[config.mk]
export PLATFORM = sky130hd
export DESIGN_NAME = uart_rx_frame
export DESIGN_NICKNAME = d
export VERILOG_FILES = /design/src/rtl/uart_pkg.sv /design/src/rtl/uart_rx_sync.sv /design/src/rtl/uart_rx_frame.sv
export SDC_FILE = /design/constraint.sdc
export NUM_CORES = 1
export LEC_CHECK = 0
export ABC_AREA = 1
export CORE_MARGIN = 8
export CORE_UTILIZATION = 40
export CTS_CLUSTER_DIAMETER = 120
export DETAILED_ROUTE_END_ITERATION = 10
export PLACE_DENSITY_LB_ADDON = 0.08
export RECOVER_POWER = 50
export SETUP_SLACK_MARGIN = 0.5
export SLEW_MARGIN = 10
export SYNTH_ARGS = -nofsm -noshare
export SYNTH_HDL_FRONTEND = slang
export SYNTH_SLANG_ARGS = --single-unit
[constraint.sdc]
create_clock -name clk -period 4.3 [get_ports clk]
set_input_delay 1.075 -clock clk [delete_from_list [all_inputs] [get_ports clk]]
set_output_delay 1.075 -clock clk [all_outputs]
set_load 0.02 [all_outputs]
[src/rtl/uart_pkg.sv]
// Shared UART receive definitions: FSM state encoding and oversampling constants.
package uart_pkg;

  typedef enum logic [2:0] {
    IDLE  = 3'd0,
    START = 3'd1,
    DATA  = 3'd2,
    STOP  = 3'd3,
    BREAK = 3'd4
  } rx_state_t;

  localparam int OVERSAMPLE_DEFAULT = 16;
  localparam int MID_TICK           = 8;
  localparam int VOTE_FIRST         = 6;

endpackage

[src/rtl/uart_rx_sync.sv]
// rxd 2-flop synchronizer plus the two early vote samples; line_o lags rxd_i by 2 clk.
// vote_o is the 2-of-3 majority of the stored samples and the current line (valid on the decision tick).
module uart_rx_sync (
  input  logic clk,
  input  logic rst_n,
  input  logic rxd_i,
  input  logic sample_en_i,
  output logic line_o,
  output logic vote_o
);

  logic [1:0] sync_q;
  logic [1:0] smp_q;

  always_ff @(posedge clk or negedge rst_n) begin
    if (!rst_n) begin
      sync_q <= 2'b11;
      smp_q  <= 2'b11;
    end else begin
      sync_q <= {sync_q[0], rxd_i};
      if (sample_en_i) begin
        smp_q <= {smp_q[0], sync_q[1]};
      end
    end
  end

  assign line_o = sync_q[1];
  assign vote_o = (smp_q[1] & smp_q[0]) | (smp_q[1] & line_o) | (smp_q[0] & line_o);

endmodule

[src/rtl/uart_rx_frame.sv]
// 8N1-style receive framer with mid-bit majority vote; outputs register 1 clk after the stop decision tick.
// One-deep output register on valid/ready: a frame completing while it is held and not accepted is dropped (overrun).
module uart_rx_frame
  import uart_pkg::*;
#(
  parameter int DATA_BITS  = 8,
  parameter int OVERSAMPLE = OVERSAMPLE_DEFAULT
) (
  input  logic                 clk,
  input  logic                 rst_n,
  input  logic                 sample_tick,
  input  logic                 rxd,
  output logic [DATA_BITS-1:0] data_o,
  output logic                 valid_o,
  input  logic                 ready_i,
  output logic                 framing_err_o,
  output logic                 overrun_o,
  output logic                 busy_o
);

  localparam int OSW = $clog2(OVERSAMPLE);
  localparam int BCW = $clog2(DATA_BITS);

  localparam logic [OSW-1:0] OS_MID   = OSW'(MID_TICK);
  localparam logic [OSW-1:0] OS_LAST  = OSW'(OVERSAMPLE - 1);
  localparam logic [OSW-1:0] OS_V0    = OSW'(VOTE_FIRST);
  localparam logic [OSW-1:0] OS_V1    = OSW'(VOTE_FIRST + 1);
  localparam logic [BCW-1:0] BIT_LAST = BCW'(DATA_BITS - 1);

  rx_state_t            state_q, state_d;
  logic [OSW-1:0]       os_cnt_q, os_cnt_d;
  logic [BCW-1:0]       bit_cnt_q, bit_cnt_d;
  logic [DATA_BITS-1:0] shreg_q, shreg_d;
  logic [DATA_BITS-1:0] data_q;
  logic                 valid_q, ferr_q, ovr_q, busy_q;
  logic                 frame_done, frame_bad;
  logic                 line, vote, sample_en;

  assign sample_en = sample_tick && (state_q != IDLE) &&
                     ((os_cnt_q == OS_V0) || (os_cnt_q == OS_V1));

  uart_rx_sync u_sync (
    .clk         (clk),
    .rst_n       (rst_n),
    .rxd_i       (rxd),
    .sample_en_i (sample_en),
    .line_o      (line),
    .vote_o      (vote)
  );

  always_comb begin
    state_d    = state_q;
    os_cnt_d   = os_cnt_q;
    bit_cnt_d  = bit_cnt_q;
    shreg_d    = shreg_q;
    frame_done = 1'b0;
    frame_bad  = 1'b0;
    if (sample_tick) begin
      os_cnt_d = os_cnt_q + OSW'(1);
      case (state_q)
        IDLE: begin
          if (!line) state_d = START;
        end
        START: begin
          if (os_cnt_q == OS_MID && vote) begin
            state_d = IDLE;
          end else if (os_cnt_q == OS_LAST) begin
            state_d   = DATA;
            bit_cnt_d = '0;
          end
        end
        DATA: begin
          if (os_cnt_q == OS_MID) shreg_d = {vote, shreg_q[DATA_BITS-1:1]};
          if (os_cnt_q == OS_LAST) begin
            if (bit_cnt_q == BIT_LAST) state_d = STOP;
            else bit_cnt_d = bit_cnt_q + BCW'(1);
          end
        end
        STOP: begin
          // Leaving at mid stop bit leaves half a bit to catch the next start edge.
          if (os_cnt_q == OS_MID) begin
            if (vote) begin
              frame_done = 1'b1;
              state_d    = IDLE;
            end else begin
              frame_bad = 1'b1;
              state_d   = BREAK;
            end
          end
        end
        BREAK: begin
          if (line) state_d = IDLE;
        end
        default: state_d = IDLE;
      endcase
      if (state_d != state_q) os_cnt_d = '0;
    end
  end

  always_ff @(posedge clk or negedge rst_n) begin
    if (!rst_n) begin
      state_q   <= IDLE;
      os_cnt_q  <= '0;
      bit_cnt_q <= '0;
      shreg_q   <= '0;
      data_q    <= '0;
      valid_q   <= 1'b0;
      ferr_q    <= 1'b0;
      ovr_q     <= 1'b0;
      busy_q    <= 1'b0;
    end else begin
      state_q   <= state_d;
      os_cnt_q  <= os_cnt_d;
      bit_cnt_q <= bit_cnt_d;
      shreg_q   <= shreg_d;
      ferr_q    <= frame_bad;
      ovr_q     <= 1'b0;
      busy_q    <= (state_d != IDLE);
      if (frame_done && (!valid_q || ready_i)) begin
        data_q  <= shreg_q;
        valid_q <= 1'b1;
      end else if (frame_done) begin
        ovr_q <= 1'b1;
      end else if (valid_q && ready_i) begin
        valid_q <= 1'b0;
      end
    end
  end

  assign data_o        = data_q;
  assign valid_o       = valid_q;
  assign framing_err_o = ferr_q;
  assign overrun_o     = ovr_q;
  assign busy_o        = busy_q;

endmodule
==> out/metrics.yaml, run 1 <==
grt_usage_pct: 10.6
cp_num_buf_inv: 2
yosysSeqAreaShare_pct: 53.5
wirelength_um: 2970
r2r-start: "os_cnt_q[0]"
cellLeakagePower_uw: 0.000854
slew_headroom_pct: -17.0
placed_cell_area_um2: 1810
clockBufferDepth: 2
maxUsedRoutingLayer: "met4"
ir_worst_vdd_v: 0.000201
swShare_pct: 26.3
wl_met3_um: 183
tightest_slew_ns: 1.75
fin_skew_ns: 0.00634
cpPeakStageDelay_ns: 1.26
yosysTopAreaCell: "dfrtp_1"
cts_sinks: 34
synth.distinct_cells: 31
ctsHtreeMaxLevel: 2
dp_cells: 233
syn_area_um2: 1600
num_vias: 1158
drive_above_1_share_pct: 16.2
worstHoldPathType: "flop to flop"
route.met2.wl_um: 1410
start_util_pct: 40.9
insertion_delay_ns: 0.28
root_buffer: "clkbuf_8"
fin_area_um2: 1910
switching_power_uw: 197
rsz0062_at_grt: "false"
hold_viol: 0
setup_viol: 0
cap_violations: 1
powerDensity_nw_per_um2: 393
syn_area_per_cell_um2: 9.47
critPathKind: "primary input to asynchronous set/reset pin"
layout.cells.non_filler: 241
core_um2: 3910
status: "finished with violations"
cp_cell_sequence: "dlygate4sd3_1 -> clkbuf_1"
max_freq_ghz: 0.355
insertedDiodeCount: 0
syn_inst: 169
critPathRequiredTime_ns: 4.36
avgViaCountPerCell: 4.80
clk_pin_slew_ns: 0.07
grt_max_degree: 35
layout.nets: 200
regArea_um2: 856
grt_pass1_wl_um: 5280
worst_setup_path_start_kind: "primary input"
synth_top_cell_area_share_pct: 46.9
place.gp.congestion: 0.837
cp-startpoint: "rst_n"
post-dp-hpwl_um: 2180
fp.dieH_um: 79.3
cts_tree: "yes"
cts_resized: 0
fp.dieW_um: 79.3
critPathMaxFanout: 34
crit_slowest_cell: "clkbuf_1"
synth-seq-cells: 34
period_share_pct: 65.4
pin_count: 17
internal-power_uw: 555
synthTopCellsByArea: "dfrtp_1 (47%), nand2_1 (8.9%), dfstp_2 (6.6%)"
violations: "max-capacitance violations, max-slew violations"
setup_tns_ns: 0
num_rows: 23
grt_pass1_vias: 1171
path_delay_family: "buffers and inverters"
area_growth_pct: 19.5
pwr-share-clk_pct: 37.4
drtAntennaViolNets: 0
first_pass_iters: 4
io_buffers: 16
multiInputGateArea_um2: 638
hp-start: "u_sync.sync_q[0]"
cts_setup_buffers: 0
dieArea_um2: 6280
fin_crit_ns: 2.81
slew_viol_final: 35
pwr-share-comb_pct: 14.5
wl_met1_um: 1350
yosysWarnings: 0
worst_ep_arrival_time_ns: 2.87
power.share.sequential_pct: 48.1
cts_made_buffers: 5
worstSetupEndpointType: "asynchronous set/reset pin"
drt-initial-drc-count: 69
post-route-drc-count: 0
cts_hold_buf: 0
syn_nets: 179
overflow: 0
routedWlPerCell_um: 12.3
postLayoutCoreUtil_pct: 48.9
antenna_found_initial: 0
nFillCells: 392
==> logic make-up (layout without fill, tap and decap cells) <==
kind of cell | after synthesis | count (layout) | synth area share (%)
and+or+nand+nor | 68 | 68 | 20.5
DFF | 34 | 34 | 53.5
buffers and inverters | 26 | 48 | 6.65
muxes | 2 | 2 | 1.64
xor gates and xnor gates | 1 | 1 | 0.547
AOI/OAI and AO/OA | 33 | 33 | 13.3
adders and majority gates | 5 | 5 | 3.91
==> metal layers <==
metal,GRT usage (%),vias to the layer above
met2,15.8,26
met5,0,-
met3,3.95,2
met4,5.93,0
li1,-,587
met1,12.8,543
==> registers in the layout, indices dropped and copies added, names as in the netlist <==
register,count
bit_cnt_q,3
shreg_q,8
data_o,8
u_sync.sync_q,2
framing_err_o,1
os_cnt_q,4
u_sync.smp_q,2
busy_o,1
state_q,3
valid_o,1
overrun_o,1
==> placed cells by master (no fill, tap or decap), types with 2 or more instances in the layout <==
cell             Yosys  layout
nand2_1             38      38
dfrtp_1             30      30
inv_1               22      22
o21ai_0             15      15
clkdlybuf4s50_1      0      13
nor2_1              10      10
o21ai_2              7       7
nand3_1              5       5
ha_1                 5       5
clkbuf_8             0       5
nand3_2              4       4
a21oi_1              4       4
dfstp_2              4       4
nor2_2               3       3
clkbuf_1             1       3
dlygate4sd3_1        0       3
nor3_1               2       2
o21ai_1              2       2
a22o_1               2       2
==> area by class of cell <==
class / instances / area share, %
Sequential cell: 34 / 44.7
Clock buffer: 7 / 3.99
Multi-Input combinational cell: 109 / 33.4
Timing Repair Buffer: 17 / 8.57
Clock inverter: 1 / 1.57
Inverter: 23 / 4.51
Tap cell: 50 / 3.27
==> path summary, 6_finish.rpt <==
kind	endpoint	slack, ns	cells after the start
max in group clk	data_o[0]	1.64	5
min in group asynchronous	busy_o	1.79	2
max reg2reg	data_o[0]	2.60	6
min reg2reg	u_sync.sync_q[1]	0.36	0
min	u_sync.sync_q[1]	0.36	0
max	os_cnt_q[3]	1.49	2
==> cell usage after synthesis <==
| library cell | number |
|---|---|
| a21oi_1 | 4 |
| a22o_1 | 2 |
| a22oi_1 | 1 |
| a31oi_2 | 1 |
| buf_2 | 1 |
| buf_6 | 1 |
| clkbuf_1 | 1 |
| dfrtp_1 | 30 |
| dfstp_2 | 4 |
| ha_1 | 5 |
| inv_1 | 22 |
| inv_2 | 1 |
| mux2_2 | 1 |
| mux2_4 | 1 |
| nand2_1 | 38 |
| nand2_2 | 1 |
| nand3_1 | 5 |
| nand3_2 | 4 |
| nand3_4 | 1 |
| nand4_1 | 1 |
| nor2_1 | 10 |
| nor2_2 | 3 |
| nor2_4 | 1 |
| nor3_1 | 2 |
| nor4_1 | 1 |
| o2111ai_1 | 1 |
| o21ai_0 | 15 |
| o21ai_1 | 2 |
| o21ai_2 | 7 |
| or2_1 | 1 |
| xor2_1 | 1 |
==> power by group through the flow <==
stage	Clock (uW)	Sequential [uW]	Combinational (uW)
floorplan	0	366	73.0
detailed placement	0	368	110
global placement	0	367	105
CTS	291	362	111
global route	308	366	123
finish	281	362	109
==> through the flow <==
| stage | setup slack [ns] | total power (uW) | hold WS [ns] |
|---|---|---|---|
| final | 1.49 | 752 | 0.358 |
| after global routing | 1.06 | 797 | 0.366 |
| after CTS | 1.71 | 764 | 0.360 |
| after detailed placement | 1.41 | 477 | 0.350 |
| after global placement | 1.47 | 472 | 0.347 |
| after floorplan | 2.46 | 439 | 0.345 |
Power figures use the tool's default switching activity.
==> inputs of run 2 (changes only) <==
==> constraint.sdc (replaced) <==
create_clock -name clk -period 2.6 [get_ports clk]
set_input_delay 0.65 -clock clk [delete_from_list [all_inputs] [get_ports clk]]
set_output_delay 0.65 -clock clk [all_outputs]
set_load 0.02 [all_outputs]
==> run 2 against run 1 <==
  * The flow now finishes without violations
  * Critical path depth decreased by 1
  * Sequential share of layout area decreased by 0.23 points
  * Clock skew increased by 0.0029 ns
  * Die area unchanged
  * Clock-buffer cell count unchanged
  * Global-route usage increased by 0.34 points
  * Via count increased by 2.4%
  * Critical path type is now flop to output port
  * Highest routed layer unchanged
==> out/metrics.yaml, run 2 (synthesized netlist as in run 1, its figures left out) <==
cp_cell_sequence: "clkdlybuf4s50_1"
timing.rr.end: "data_o[0]"
power.share.sequential_pct: 47.0
rrSetupSlack_ns: 0.72
hold_end: "u_sync.sync_q[1]"
dp_cells: 235
grt_pass1_vias: 1141
critPathKind: "flop to output port"
layout_commonest_cell: "nand2_1"
post-dp-hpwl_um: 2250
ir_worst_vdd_v: 0.000387
pin_count: 17
hold_viol: 0
start_util_pct: 40.9
nFillCells: 397
pwr-share-clk_pct: 39.1
dp_worst_setup_slack_ns: 0.383
r2r-start: "os_cnt_q[0]"
insertion_delay_ns: 0.29
post-route-drc-count: 0
routedWlPerCell_um: 12.8
worstSetupEndpointType: "output port"
fp.dieH_um: 79.3
clockBufferDepth: 2
ctsHtreeMaxLevel: 2
dieArea_um2: 6280
layout.cells.non_filler: 243
crit_slowest_cell: "clkdlybuf4s50_1"
max_freq_ghz: 0.525
hp-start: "u_sync.sync_q[0]"
place.gp.congestion: 0.825
clk_pin_slew_ns: 0.07
multiInputGateArea_um2: 619
final_cell_mix: "nand2_1 (38), dfrtp_1 (30), inv_1 (22)"
regArea_um2: 856
setup_ws_ns: 0.694
num_rows: 23
internal-power_uw: 943
placed_cell_area_um2: 1830
overflow: 0
grt_max_degree: 35
period_share_pct: 73.3
critPathRequiredTime_ns: 1.95
layout.nets: 202
io_buffers: 16
cts_sinks: 34
postLayoutCoreUtil_pct: 49.1
slew_viol_final: 0
root_buffer: "clkbuf_8"
fin_crit_ns: 1.91
swShare_pct: 25.8
worstRegToRegCells: 6
status: "finished clean"
cts_hold_buf: 0
cap_violations: 0
drive_above_1_share_pct: 16.6
rsz0062_at_grt: "false"
grt_usage_pct: 10.9
core_um2: 3910
fp.dieW_um: 79.3
setup_viol: 0
drtAntennaViolNets: 0
area_growth_pct: 20.2
fin_area_um2: 1920
insertedDiodeCount: 0
num_vias: 1186
path_delay_family: "buffers and inverters"
first_pass_iters: 4
tightest_slew_ns: 0.814
drt-initial-drc-count: 71
switching_power_uw: 327
cpPeakStageDelay_ns: 0.61
avgViaCountPerCell: 4.88
worst_setup_path_start_kind: "flop"
setup_tns_ns: 0
grt_pass1_wl_um: 5250
powerDensity_nw_per_um2: 661
cp_num_buf_inv: 1
antenna_found_initial: 0
cts_made_buffers: 5
fin_skew_ns: 0.00927
wirelength_um: 3110
slew_headroom_pct: 45.7
worstHoldPathType: "flop to flop"
cts_tree: "yes"
worst_ep_arrival_time_ns: 1.26
worstHoldPathCells: 0
cellLeakagePower_uw: 0.000880
critPathMaxFanout: 2
pwr-share-comb_pct: 13.9
## run 2: per-stage QoR
stage | hold WS [ns] | total power [uW]
floorplan | 0.345 | 726
global placement | 0.347 | 782
detailed placement | 0.347 | 790
CTS | 0.356 | 1290
global route | 0.365 | 1340
finish | 0.356 | 1270
## run 2: repair_timing
action                                  in CTS  in global routing
buffers inserted                             0                  0
resized for setup                            0                  1
endpoints found under the setup margin       0                  1
## run 2: worst max path at each step
stage,from,to,slack [ns],depth (start not counted)
2_1_floorplan,os_cnt_q[0],data_o[0],1.17,6
6_report,data_o[4],data_o[4],0.69,1
4_1_cts,data_o[4],data_o[4],0.67,1
5_1_grt,os_cnt_q[0],data_o[0],0.60,6
3_5_place_dp,sample_tick,data_o[0],0.38,5
3_3_place_gp,sample_tick,data_o[0],0.45,5
## run 2: final cells by class
cell class	count	area share (%)
inverters	23	4.49
repair buffers	19	9.50
flip-flops and latches	34	44.5
clock buffers	7	4.49
clock inverters	1	1.56
multi-input cells	109	32.2
well taps	50	3.25
## run 2: power by group through the flow
stage / registers [uW] / logic [uW] / clock network, uW
after CTS: 597 / 186 / 510
final: 598 / 176 / 497
after global placement: 606 / 176 / 0
after detailed placement: 606 / 184 / 0
after global routing: 602 / 202 / 533
after floorplan: 605 / 121 / 0
## run 2: metal layers
| layer | up-vias | wire length (um) | GRT usage [%] |
|---|---|---|---|
| met5 | - | 0 | 0 |
| met4 | 0 | 72 | 6.85 |
| met3 | 8 | 195 | 3.95 |
| met2 | 24 | 1480 | 17.2 |
| met1 | 559 | 1360 | 12.3 |
| li1 | 595 | - | - |
==> inputs of run 3 (changes only) <==
==> constraint.sdc (replaced) <==
create_clock -name clk -period 2 [get_ports clk]
set_input_delay 0.5 -clock clk [delete_from_list [all_inputs] [get_ports clk]]
set_output_delay 0.5 -clock clk [all_outputs]
set_load 0.02 [all_outputs]
==> run 3 against run 2 <==
  * Flip-flop and latch count unchanged
  * Cell count increased by 4.9%
  * Global-route usage increased by 0.67 points
  * Hold slack got worse by 0.00069 ns
  * Wire length increased by 6.4%
  * Clock skew increased by 0.0027 ns
  * Setup slack got worse by 0.38 ns
  * Largest cell class unchanged
  * Highest routed layer unchanged
==> out/metrics.yaml, run 3 (synthesized netlist as in run 1, its figures left out) <==
fin_skew_ns: 0.0119
drtAntennaViolNets: 0
cp_cell_sequence: "inv_1 -> ha_4 -> nand3_4 -> nor2_1 -> nand3_4 -> mux2_4"
drt-initial-drc-count: 66
status: "finished clean"
total_power_uw: 1820
root_buffer: "clkbuf_8"
timing.rr.end: "data_o[0]"
fp.dieH_um: 79.3
period_share_pct: 84.4
grt_pass1_wl_um: 5720
pin_count: 17
use_met1_pct: 13.8
layout.nets: 214
clockBufferDepth: 2
antenna_found_initial: 0
first_pass_iters: 4
cellLeakagePower_uw: 0.000956
max_freq_ghz: 0.593
cts_tree: "yes"
post-route-drc-count: 0
critPathRequiredTime_ns: 2.17
slew_headroom_pct: 45.8
nFillCells: 384
insertedDiodeCount: 0
crit_slowest_cell: "dfrtp_1"
cp_num_buf_inv: 1
critPathMaxFanout: 4
dieArea_um2: 6280
critPathKind: "flop to flop"
r2r-start: "os_cnt_q[0]"
place.gp.congestion: 0.871
setup_tns_ns: 0
busiest_layer: "met2"
cts_made_buffers: 5
hold_end: "u_sync.sync_q[1]"
path_delay_family: "simple AND/OR/NAND/NOR gates"
tightest_slew_ns: 0.813
num_rows: 23
setup_viol: 0
grt_max_degree: 35
fin_crit_ns: 1.69
worst_ep_arrival_time_ns: 1.85
cpPeakStageDelay_ns: 0.42
clk_pin_slew_ns: 0.07
slew_viol_final: 0
layout_commonest_cell: "dfrtp_1"
worst_setup_path_start_kind: "flop"
grt_use_met3_pct: 4.51
avgViaCountPerCell: 4.83
final_cell_mix: "dfrtp_1 (30), nand2_1 (29), inv_1 (19)"
hp-start: "u_sync.sync_q[0]"
cts_sinks: 34
post-dp-hpwl_um: 2190
powerDensity_nw_per_um2: 862
ctsHtreeMaxLevel: 2
grt_pass1_vias: 1268
hold_viol: 0
grt_use_met2_pct: 17.4
area_growth_pct: 31.7
ir_worst_vdd_v: 0.000471
rsz0062_at_grt: "true"
cts_hold_buf: 0
routedWlPerCell_um: 13.0
insertion_delay_ns: 0.29
worstHoldPathCells: 0
worstHoldPathType: "flop to flop"
worstRegToRegCells: 6
io_buffers: 16
grt_usage_pct: 11.6
rrSetupSlack_ns: 0.31
fp.dieW_um: 79.3
cap_violations: 0
drive_above_1_share_pct: 37.1
start_util_pct: 40.9
num_vias: 1231
overflow: 0
core_um2: 3910
worstSetupEndpointType: "flop"
wirelength_um: 3310
crit_top_cell: "nand3_4"
run 3: cell types whose count changed in the layout (fill, tap and decap cells not counted), sizes merged:
cell	before	now
clkbuf	8	15
clkdlybuf4s15	0	2
clkdlybuf4s50	13	1
dlygate4sd2	0	4
buf	2	14
dlymetal6s2s	1	0
run 3: per-layer routing:
layer  routed length, um  up-vias
li1                    -      617
met1                1480      582
met2                1570       27
met3                 198        5
met4                  66        0
met5                   0        -
run 3: through the flow:
stage	setup slack, ns	cell area, um2	instances	hold WS, ns	util, %
floorplan	0.569	1600	169	0.204	-
global placement	0.158	1850	237	0.346	47.3
detailed placement	0.101	1850	237	0.347	47.3
CTS	0.470	2070	250	0.356	53.0
global route	0.230	2110	255	0.365	53.8
finish	0.313	2110	255	0.355	53.8
run 3: timing repair:
action / in CTS / in global routing
buffers inserted: 5 / 5
resized for setup: 41 / 28
gates cloned: 0 / 0
pin swaps: 7 / 14
setup endpoints to repair: 33 / 28
run 3: final cells by class:
class	count	area (um2)	share of cell area (%)
well taps	50	62.6	2.97
repair buffers	31	245	11.6
flip-flops and latches	34	856	40.6
clock buffers	7	86.3	4.10
clock inverters	1	30.0	1.43
inverters	23	86.3	4.10
multi-input cells	109	741	35.2
run 3: how the worst max path moves through the flow:
stage	startpoint	to	slack (ns)	depth (start not counted)
2_1_floorplan	os_cnt_q[0]	data_o[0]	0.57	6
5_1_grt	os_cnt_q[0]	data_o[0]	0.23	6
6_report	os_cnt_q[0]	data_o[0]	0.31	6
4_1_cts	os_cnt_q[1]	os_cnt_q[0]	0.47	10
3_3_place_gp	sample_tick	bit_cnt_q[0]	0.16	6
3_5_place_dp	sample_tick	bit_cnt_q[0]	0.10	6
run 3: power breakdown:
group          internal (uW)  switching [uW]
Clock                    406             245
Combinational            170             211
Sequential               739            45.5
